File: src/rtl/uart_cmd_link.sv
// uart_cmd_link: robot-side UART command link; 8N1 byte pairs in (high byte first) -> 16-bit cmd, 8-bit responses out.
// Latency: cmd/cmd_rdy update 1 clk after the 2nd byte's stop-bit sample; tx_done rises 10*BAUD_DIV clks after send_resp.
// Backpressure: none on RX (a new command overwrites cmd); send_resp is ignored while a response is being sent.
// Optional feature: define BYTE_TIMEOUT_EN to drop a lone high byte after TMO_CLKS idle clocks.
module uart_cmd_link #(
    parameter int BAUD_DIV = 2604,
    parameter int TMO_CLKS = 1000000
) (
    input  logic        clk,
    input  logic        RST_n,
    input  logic        RX,
    output logic        TX,
    output logic [15:0] cmd,
    output logic        cmd_rdy,
    input  logic        clr_cmd_rdy,
    input  logic [7:0]  resp,
    input  logic        send_resp,
    output logic        tx_done,
    output logic        frm_err
);

    // Reject configurations the 12-bit baud counters cannot represent.
    if (BAUD_DIV < 16 || BAUD_DIV > 4095 || TMO_CLKS < 1) begin : g_param_check
        $error("uart_cmd_link: BAUD_DIV must be 16..4095 and TMO_CLKS >= 1");
    end

    localparam logic [11:0] BAUD_FULL = 12'(BAUD_DIV);
    localparam logic [11:0] BAUD_HALF = 12'(BAUD_DIV / 2);

    localparam logic [1:0] RX_IDLE  = 2'd0;
    localparam logic [1:0] RX_START = 2'd1;
    localparam logic [1:0] RX_DATA  = 2'd2;
    localparam logic [1:0] RX_STOP  = 2'd3;

    localparam logic [0:0] TX_IDLE  = 1'b0;
    localparam logic [0:0] TX_XMIT  = 1'b1;

    // ---------------------------------------------------------------- RX path
    logic        rx_meta_q;
    logic        rx_sync_q;
    logic [1:0]  rx_state_q, rx_state_d;
    logic [11:0] rx_cnt_q,   rx_cnt_d;
    logic [3:0]  rx_bit_q,   rx_bit_d;
    logic [7:0]  rx_sh_q,    rx_sh_d;
    logic        rx_expire;
    logic        rx_start_ok;
    logic        rx_byte_vld;
    logic        rx_stop_bad;

    // Two-flop synchroniser; presets to idle-high so reset never looks like a start bit.
    always_ff @(posedge clk or negedge RST_n) begin
        if (!RST_n) begin
            rx_meta_q <= 1'b1;
            rx_sync_q <= 1'b1;
        end else begin
            rx_meta_q <= RX;
            rx_sync_q <= rx_meta_q;
        end
    end

    assign rx_expire = (rx_cnt_q == 12'd1);

    // RX framing FSM: half-bit delay to centre on the start bit, then one sample per bit period.
    always_comb begin
        rx_state_d  = rx_state_q;
        rx_cnt_d    = rx_cnt_q;
        rx_bit_d    = rx_bit_q;
        rx_sh_d     = rx_sh_q;
        rx_start_ok = 1'b0;
        rx_byte_vld = 1'b0;
        rx_stop_bad = 1'b0;
        case (rx_state_q)
            RX_IDLE: begin
                if (!rx_sync_q) begin
                    rx_state_d = RX_START;
                    rx_cnt_d   = BAUD_HALF;
                end
            end
            RX_START: begin
                if (rx_expire) begin
                    if (rx_sync_q) begin
                        // Line went back high before mid start bit: a glitch, not a frame.
                        rx_state_d = RX_IDLE;
                    end else begin
                        rx_state_d  = RX_DATA;
                        rx_cnt_d    = BAUD_FULL;
                        rx_bit_d    = 4'd0;
                        rx_start_ok = 1'b1;
                    end
                end else begin
                    rx_cnt_d = rx_cnt_q - 12'd1;
                end
            end
            RX_DATA: begin
                if (rx_expire) begin
                    rx_sh_d  = {rx_sync_q, rx_sh_q[7:1]};
                    rx_cnt_d = BAUD_FULL;
                    if (rx_bit_q == 4'd7) begin
                        rx_state_d = RX_STOP;
                    end else begin
                        rx_bit_d = rx_bit_q + 4'd1;
                    end
                end else begin
                    rx_cnt_d = rx_cnt_q - 12'd1;
                end
            end
            RX_STOP: begin
                if (rx_expire) begin
                    rx_state_d  = RX_IDLE;
                    rx_cnt_d    = BAUD_FULL;
                    rx_byte_vld = rx_sync_q;
                    rx_stop_bad = ~rx_sync_q;
                end else begin
                    rx_cnt_d = rx_cnt_q - 12'd1;
                end
            end
            default: begin
                rx_state_d = RX_IDLE;
            end
        endcase
    end

    // RX FSM state registers.
    always_ff @(posedge clk or negedge RST_n) begin
        if (!RST_n) begin
            rx_state_q <= RX_IDLE;
            rx_cnt_q   <= 12'd0;
            rx_bit_q   <= 4'd0;
            rx_sh_q    <= 8'd0;
        end else begin
            rx_state_q <= rx_state_d;
            rx_cnt_q   <= rx_cnt_d;
            rx_bit_q   <= rx_bit_d;
            rx_sh_q    <= rx_sh_d;
        end
    end

    // ------------------------------------------------------- Byte assembly
    logic        byte_sel_q, byte_sel_d;
    logic [7:0]  cmd_hi_q,   cmd_hi_d;
    logic [15:0] cmd_q,      cmd_d;
    logic        cmd_rdy_q,  cmd_rdy_d;
    logic        frm_err_q,  frm_err_d;
    logic        tmo_hit;

`ifdef BYTE_TIMEOUT_EN
    localparam int TMO_W = $clog2(TMO_CLKS + 1);

    logic [TMO_W-1:0] tmo_cnt_q, tmo_cnt_d;

    // Idle timer armed while a high byte waits for its partner; any confirmed start bit restarts it.
    always_comb begin
        tmo_cnt_d = tmo_cnt_q;
        tmo_hit   = 1'b0;
        if (!byte_sel_q || rx_start_ok) begin
            tmo_cnt_d = '0;
        end else if (tmo_cnt_q == TMO_W'(TMO_CLKS - 1)) begin
            tmo_hit   = 1'b1;
            tmo_cnt_d = '0;
        end else begin
            tmo_cnt_d = tmo_cnt_q + TMO_W'(1);
        end
    end

    // Timeout counter register.
    always_ff @(posedge clk or negedge RST_n) begin
        if (!RST_n) begin
            tmo_cnt_q <= '0;
        end else begin
            tmo_cnt_q <= tmo_cnt_d;
        end
    end
`else
    assign tmo_hit = 1'b0;
`endif

    // Pair bytes into a command; a set of cmd_rdy overrides any clear in the same cycle.
    always_comb begin
        byte_sel_d = byte_sel_q;
        cmd_hi_d   = cmd_hi_q;
        cmd_d      = cmd_q;
        cmd_rdy_d  = cmd_rdy_q;
        frm_err_d  = rx_stop_bad;
        if (tmo_hit) begin
            byte_sel_d = 1'b0;
        end
        if (rx_start_ok && !byte_sel_q) begin
            cmd_rdy_d = 1'b0;
        end
        if (clr_cmd_rdy) begin
            cmd_rdy_d = 1'b0;
        end
        if (rx_byte_vld) begin
            if (!byte_sel_q) begin
                cmd_hi_d   = rx_sh_q;
                byte_sel_d = 1'b1;
            end else begin
                cmd_d      = {cmd_hi_q, rx_sh_q};
                cmd_rdy_d  = 1'b1;
                byte_sel_d = 1'b0;
            end
        end
    end

    // Command-side registers.
    always_ff @(posedge clk or negedge RST_n) begin
        if (!RST_n) begin
            byte_sel_q <= 1'b0;
            cmd_hi_q   <= 8'd0;
            cmd_q      <= 16'd0;
            cmd_rdy_q  <= 1'b0;
            frm_err_q  <= 1'b0;
        end else begin
            byte_sel_q <= byte_sel_d;
            cmd_hi_q   <= cmd_hi_d;
            cmd_q      <= cmd_d;
            cmd_rdy_q  <= cmd_rdy_d;
            frm_err_q  <= frm_err_d;
        end
    end

    assign cmd     = cmd_q;
    assign cmd_rdy = cmd_rdy_q;
    assign frm_err = frm_err_q;

    // ---------------------------------------------------------------- TX path
    logic [0:0]  tx_state_q, tx_state_d;
    logic [11:0] tx_cnt_q,   tx_cnt_d;
    logic [3:0]  tx_bit_q,   tx_bit_d;
    logic [9:0]  tx_sh_q,    tx_sh_d;
    logic        tx_done_q,  tx_done_d;

    // TX FSM: load {stop, data, start}, shift out LSB first with ones backfilled so the line idles high.
    always_comb begin
        tx_state_d = tx_state_q;
        tx_cnt_d   = tx_cnt_q;
        tx_bit_d   = tx_bit_q;
        tx_sh_d    = tx_sh_q;
        tx_done_d  = tx_done_q;
        case (tx_state_q)
            TX_IDLE: begin
                if (send_resp) begin
                    tx_sh_d    = {1'b1, resp, 1'b0};
                    tx_cnt_d   = BAUD_FULL;
                    tx_bit_d   = 4'd0;
                    tx_done_d  = 1'b0;
                    tx_state_d = TX_XMIT;
                end
            end
            TX_XMIT: begin
                if (tx_cnt_q == 12'd1) begin
                    tx_cnt_d = BAUD_FULL;
                    tx_sh_d  = {1'b1, tx_sh_q[9:1]};
                    if (tx_bit_q == 4'd9) begin
                        tx_done_d  = 1'b1;
                        tx_state_d = TX_IDLE;
                    end else begin
                        tx_bit_d = tx_bit_q + 4'd1;
                    end
                end else begin
                    tx_cnt_d = tx_cnt_q - 12'd1;
                end
            end
            default: begin
                tx_state_d = TX_IDLE;
            end
        endcase
    end

    // TX registers; the shift register resets to all ones so TX idles high.
    always_ff @(posedge clk or negedge RST_n) begin
        if (!RST_n) begin
            tx_state_q <= TX_IDLE;
            tx_cnt_q   <= 12'd0;
            tx_bit_q   <= 4'd0;
            tx_sh_q    <= 10'h3FF;
            tx_done_q  <= 1'b0;
        end else begin
            tx_state_q <= tx_state_d;
            tx_cnt_q   <= tx_cnt_d;
            tx_bit_q   <= tx_bit_d;
            tx_sh_q    <= tx_sh_d;
            tx_done_q  <= tx_done_d;
        end
    end

    assign TX      = tx_sh_q[0];
    assign tx_done = tx_done_q;

endmodule

File: config.mk
export PLATFORM = sky130hd
export DESIGN_NAME = uart_cmd_link
export DESIGN_NICKNAME = d
export VERILOG_FILES = /design/src/rtl/uart_cmd_link.sv
export SDC_FILE = /design/constraint.sdc
export NUM_CORES = 1
export LEC_CHECK = 0
export CAP_MARGIN = 25
export CORE_AREA = 5 5 94 96
export DETAILED_ROUTE_END_ITERATION = 16
export DIE_AREA = 0 0 99 101
export GPL_TIMING_DRIVEN = 0
export PLACE_DENSITY_LB_ADDON = 0.05
export SYNTH_ARGS = -nofsm -noshare
export SYNTH_HDL_FRONTEND = slang
export SYNTH_SLANG_ARGS = --single-unit
File: constraint.sdc
create_clock -name clk -period 2.8 [get_ports clk]
set_input_delay 0.56 -clock clk [delete_from_list [all_inputs] [get_ports clk]]
set_output_delay 0.56 -clock clk [all_outputs]
set_load 0.02 [all_outputs]
==> out/qor.csv, run 1 <==
metric,value,unit
die width,99,um
clk_lat worst skew,0.36,ns
Final Critical Period,2.56,ns
Iteration-0 DRC Markers,71,
number of library cell types mapped by synthesis,57,
worst path cell trace,inv_1 > ha_1 > nor4b_1 > nand3_1 > nor3_2 > mux2_2,
clk root buf,clkbuf_8,
Area Overhead vs Synth,17.0,%
Mapped Cells,339,
sequential share of the synthesized area,51.3,%
WP data required,3.04,ns
PnR worst setup slack,0.243,ns
Vias/cell,5.59,
GRT Total Usage,15.9,%
Post-synth EDFFs,0,
area of the multi-input gates,1820,um2
WS Path Type,reg2reg,
die area,10000,um2
sequential cell area,2070,um2
"Period Utilization, post-route",91.3,%
CTS tree,yes,
Initial Utilization,50.5,%
syn nets,359,
H-tree Lvls,3,
worst min path class,in2async,
Fill cells,677,
Simple-Gate Fraction of Synth Area,13.5,%
grt total ovfl,0,
initial antenna violation count,0,
fmax,391,MHz
status,completed,
"Core Util, Final",59.1,%
register bit total from synthesis,82,
# Max-Cap Violations,0,
RSZ-0062 raised after global routing,no,
"critical path fanouts, max",8,
"CTS clk-pin slew, worst paths",0.09,ns
Worst Skew,0.0116,ns
clock sinks,82,
Max Root-Sink Buffers,2,
Final Wtd Congestion,0.755,
Max stage delay on crit path,0.63,ns
post-synth top area cell,dfrtp_1,
setup TNS,0,ns
Synth Area in Compound Gates,13.2,%
TritonRoute pass-1 iters,4,
Max Transition Viols Final,0,
cts repair resizes,0,
Synth area leaders,"dfrtp_1 44%, mux2_2 11%, dfstp_2 7.2%",
Row Count,33,
Post-Synth Adder-Cell Area,2.17,%
Pwr Total,2220,uW
fraction of layout cells with a size suffix above 1,25.5,%
DP HPWL,5200,um
num ports,33,
drt wl/cell,15.0,um
"Avg Cell Area, Syn",11.9,um2
die span in y,101,um
final setup violation count,0,
DP Worst Slack,0.237,ns
Fin. Hold Viols,0,
Crit path arrival time,2.79,ns
Final nets,403,
Mapped Area,4030,um2
Antenna Diode Count,0,
Worst setup SP type,flip-flop,
reg2reg end,cmd_hi_q[1]$_DFFE_PN0P_,
Yosys top cell area share,44.1,%
Crit. End Element,flip-flop,
largest family of logic cells by synthesized area,multiplexers,
post-CTS setup buffers,0,
vias,2756,
Lkg Pwr,0.00223,uW
Port Buffers,32,
mux contribution to synthesized area,15.3,%
number of synthesis warnings,0,
first-pass GRT wire length,12900,um
CP max-delay cell,nor3_2,
antenna-violating nets left,0,
final wirelength,7390,um
max_slew headroom,46.3,%
RR Startpoint,rx_cnt_q[1]$_DFFE_PN0P_,
PD cells,471,nW/um2
slew at the pin closest to its max-slew limit,0.804,ns
core area,7970,um2
R2R Setup Slk,0.24,ns
"Design Area, Final",4710,um2
Remaining DRCs,0,
cts hold-fix bufs,0,
"Async S/R FF share, synth",100,%
cell count of the worst reg-to-reg path,6,
largest net degree at the start of global routing,52,
dominant synthesized flop cell,dfrtp_1,
number of global-route vias before repair,2740,
XOR/XNOR Fraction of Synth Area,0.870,%
peak supply drop,204,uV
CTS Buf Count,9,
DP Area,4500,um2
==> area by class of cell <==
cell class / instances / share of cell area (%)
Sequential cell: 82 / 43.9
Multi-Input combinational cell: 226 / 38.6
Timing Repair Buffer: 33 / 7.33
Tap cell: 105 / 2.79
Clock buffer: 9 / 2.63
Buffer: 18 / 2.05
Clock inverter: 7 / 1.75
Inverter: 13 / 1.04
==> synthesized netlist by cell type, drive strengths merged (8+ instances only) <==
cell type	instances
dfrtp	71
mux2	48
nand2	21
a21oi	14
a31oi	14
inv	13
dfstp	11
nor2	11
clkbuf	10
nand3	10
buf	8
o21ai	8
==> sequential cells by signal, summed over array words and instances (netlist names), 4 cells and up, named ones only <==
| signal | flops |
|---|---|
| tx_sh_q | 9 |
| cmd_hi_q | 8 |
| cmd | 16 |
| tx_cnt_q | 12 |
| rx_cnt_q | 12 |
| tx_bit_q | 4 |
| rx_sh_q | 8 |
| rx_bit_q | 4 |
==> routing by layer <==
metal	wire, um	global-route usage [%]
met5	0	0
met4	89	5.78
met3	220	3.81
met1	3470	21.2
met2	3610	25.2
==> worst max-delay path: cells and delay by family (launching register included) <==
family / cells / cell delay (ns)
buffers and inverters: 1 / 0.11
and+or+nand+nor: 3 / 1.35
adders and majority gates: 1 / 0.16
muxes: 1 / 0.41
DFF: 1 / 0.41
==> power breakdown <==
part / switching, uW / internal [uW] / total [uW]
sequential: 20.8 / 1210 / 1230
clock: 475 / 428 / 903
combinational: 45.7 / 39.3 / 85.0
==> logic make-up (layout without fill, tap and decap cells) <==
logic type      count (synthesis)  count (layout)
compound gates                 74              74
xor+xnor                        4               4
fa+ha+maj                       7               7
buf+inv                        31              80
flops                          82              82
mux                            52              52
simple gates                   89              89
==> how the worst max path moves through the flow <==
stage	endpoint	cells after the start	from
detailed placement	cmd_hi_q[5]$_DFFE_PN0P_	6	rx_cnt_q[1]$_DFFE_PN0P_
floorplan	cmd[10]$_DFFE_PN0P_	8	rx_cnt_q[1]$_DFFE_PN0P_
global placement	rx_bit_q[2]$_DFFE_PN0P_	1	RST_n
finish	cmd_hi_q[1]$_DFFE_PN0P_	6	rx_cnt_q[1]$_DFFE_PN0P_
global route	tx_bit_q[0]$_DFFE_PN0P_	5	tx_cnt_q[6]$_DFFE_PN0P_
CTS	cmd_hi_q[1]$_DFFE_PN0P_	6	rx_cnt_q[1]$_DFFE_PN0P_
==> placed cells by master (no fill, tap or decap), types with 3 or more instances in the layout <==
cell,synthesis,layout
clkbuf_8,0,9
dfstp_2,11,11
or3_1,4,4
o31ai_1,5,5
mux2i_1,4,4
a21oi_1,13,13
nor3b_1,4,4
a211o_1,5,5
clkdlybuf4s50_1,0,31
nor2_1,11,11
inv_6,0,3
clkbuf_1,9,9
a31oi_1,14,14
buf_2,4,4
nand2b_1,3,3
inv_1,13,13
or4_1,4,4
mux2_2,38,38
ha_1,7,7
mux2_4,10,10
and4b_1,3,3
o21ai_0,8,8
o41ai_1,3,3
dfrtp_1,71,71
nand4_1,4,4
buf_6,3,3
a21o_1,7,7
nor3_1,5,5
xor2_1,3,3
nand3_1,10,10
or2_2,4,4
nand2_1,20,20
==> through the flow <==
step                      hold slack [ns]  instances
after floorplan                     0.264        339
after global placement              0.346        476
after detailed placement            0.347        477
after CTS                           0.142        493
after global routing                0.150        493
final                               0.131        493
Power figures use the tool's default switching activity.
==> run 2: changes to the inputs <==
Settings changed: CORE_AREA 5 5 94 96 to 2 2 91 93, DIE_AREA 0 0 99 101 to 0 0 93 95.
==> run 2 against run 1 <==
Clock-buffer cell count is the same. Sequential power is essentially flat. Utilization grew 0.84 points. Clock power grew 17%. Setup slack gained 0.0069 ns. Fmax grew 0.27%. Largest power group unchanged. Final area grew 0.90%. Combinational power shrank 0.6%. Highest routed layer unchanged. Critical path type unchanged. Die area shrank 12%. Critical path depth is the same. Sequential share of layout area shrank 0.39 points. Global-route usage grew 2.5 points.
==> out/qor.csv, run 2 (synthesis results as in run 1) <==
metric,value,unit
status,completed,
Max Root-Sink Buffers,2,
Initial Utilization,50.8,%
PnR worst setup slack,0.250,ns
peak supply drop,258,uV
CTS Buf Count,9,
slew at the pin closest to its max-slew limit,0.922,ns
grt total ovfl,0,
H-tree Lvls,3,
"critical path fanouts, max",8,
Area Overhead vs Synth,18.0,%
cts hold-fix bufs,0,
GRT Total Usage,18.4,%
"Design Area, Final",4750,um2
sequential cell area,2070,um2
# Max-Cap Violations,0,
WP data required,3.04,ns
worst min path class,in2async,
die span in y,95,um
Final Critical Period,2.55,ns
Fin. Hold Viols,0,
clk_lat worst skew,0.36,ns
Lkg Pwr,0.00225,uW
Worst setup SP type,flip-flop,
Remaining DRCs,0,
Crit path arrival time,2.79,ns
clock sinks,82,
Worst Skew,0.00710,ns
"CTS clk-pin slew, worst paths",0.09,ns
Placed Instances,477,
Max Transition Viols Final,0,
drt wl/cell,15.1,um
max reg flops,16,
clk root buf,clkbuf_8,
initial antenna violation count,0,
antenna-violating nets left,0,
Final Wtd Congestion,0.793,
fmax,392,MHz
Port Buffers,32,
num ports,33,
die area,8840,um2
final wirelength,7430,um
DP Area,4500,um2
Antenna Diode Count,0,
"most common cell after layout, fill and taps aside",dfrtp_1,
die width,93,um
post-CTS setup buffers,0,
final setup violation count,0,
largest net degree at the start of global routing,53,
fraction of layout cells with a size suffix above 1,25.5,%
"Core Util, Final",60.0,%
core area,7930,um2
max_slew headroom,38.4,%
Final nets,403,
first-pass GRT wire length,12700,um
PD cells,500,nW/um2
Crit. End Element,flip-flop,
Iteration-0 DRC Markers,85,
RSZ-0062 raised after global routing,no,
number of global-route vias before repair,2673,
Min Hold Slack,0.126,ns
TritonRoute pass-1 iters,4,
Vias/cell,5.62,
most frequent cells in the layout,"71 x dfrtp_1, 38 x mux2_2, 31 x clkdlybuf4s50_1",
final cell count without fillers,493,
Fill cells,680,
WS Path Type,reg2reg,
Row Count,33,
vias,2771,
cts repair resizes,0,
CTS tree,yes,
DP Worst Slack,0.218,ns
area of the multi-input gates,1820,um2
DP HPWL,5080,um
"Period Utilization, post-route",91.1,%
==> run 2: area by class of cell <==
cell class              instances  share of cell area [%]
flip-flops and latches         82                    43.5
multi-input cells             226                    38.2
plain buffers                  18                    2.03
repair buffers                 33                    7.27
inverters                      13                    1.03
well taps                     105                    2.76
clock buffers                   9                    2.61
clock inverters                 7                    2.63
==> run 2: metal layers <==
layer	track usage, %	up-vias	share of wire [%]	routed length (um)
met2	28.3	33	46	3380
met4	9.19	0	2.3	168
met1	25.1	1371	50	3690
met5	0	-	0	0
met3	3.51	14	2.6	191
li1	-	1353	-	-
==> run 2: stage by stage <==
stage / TNS [ns] / power [uW]
finish: 0 / 2370
global route: 0 / 2480
CTS: 0 / 2410
detailed placement: 0 / 1340
global placement: -135.61 / 1330
floorplan: 0 / 1280
==> run 2: path summary, 6_finish.rpt <==
kind	startpoint	endpoint	slack (ns)	cells past startpoint
worst max-delay path	rx_cnt_q[1]$_DFFE_PN0P_	cmd_hi_q[0]$_DFFE_PN0P_	0.25	6
worst min-delay path	RST_n	tx_cnt_q[5]$_DFFE_PN0P_	0.13	1
max in group asynchronous	RST_n	rx_sync_q$_DFF_PN1_	2.02	2
worst min register to register	rx_meta_q$_DFF_PN1_	rx_sync_q$_DFF_PN1_	0.36	0
worst max register to register	rx_cnt_q[1]$_DFFE_PN0P_	cmd_hi_q[0]$_DFFE_PN0P_	0.25	6
min in group clk	rx_meta_q$_DFF_PN1_	rx_sync_q$_DFF_PN1_	0.36	0
==> run 2: critical path, stage by stage (launching register included) <==
cell and delay [ns]:
dfrtp_1 0.41, inv_1 0.10, ha_1 0.16, nor4b_1 0.49, nand3_1 0.24, nor3_2 0.63
mux2_2 0.41
==> run 2: where the power goes <==
group / switching (uW) / internal (uW)
Sequential: 22.0 / 1210
Clock: 456 / 601
Combinational: 45.3 / 39.3
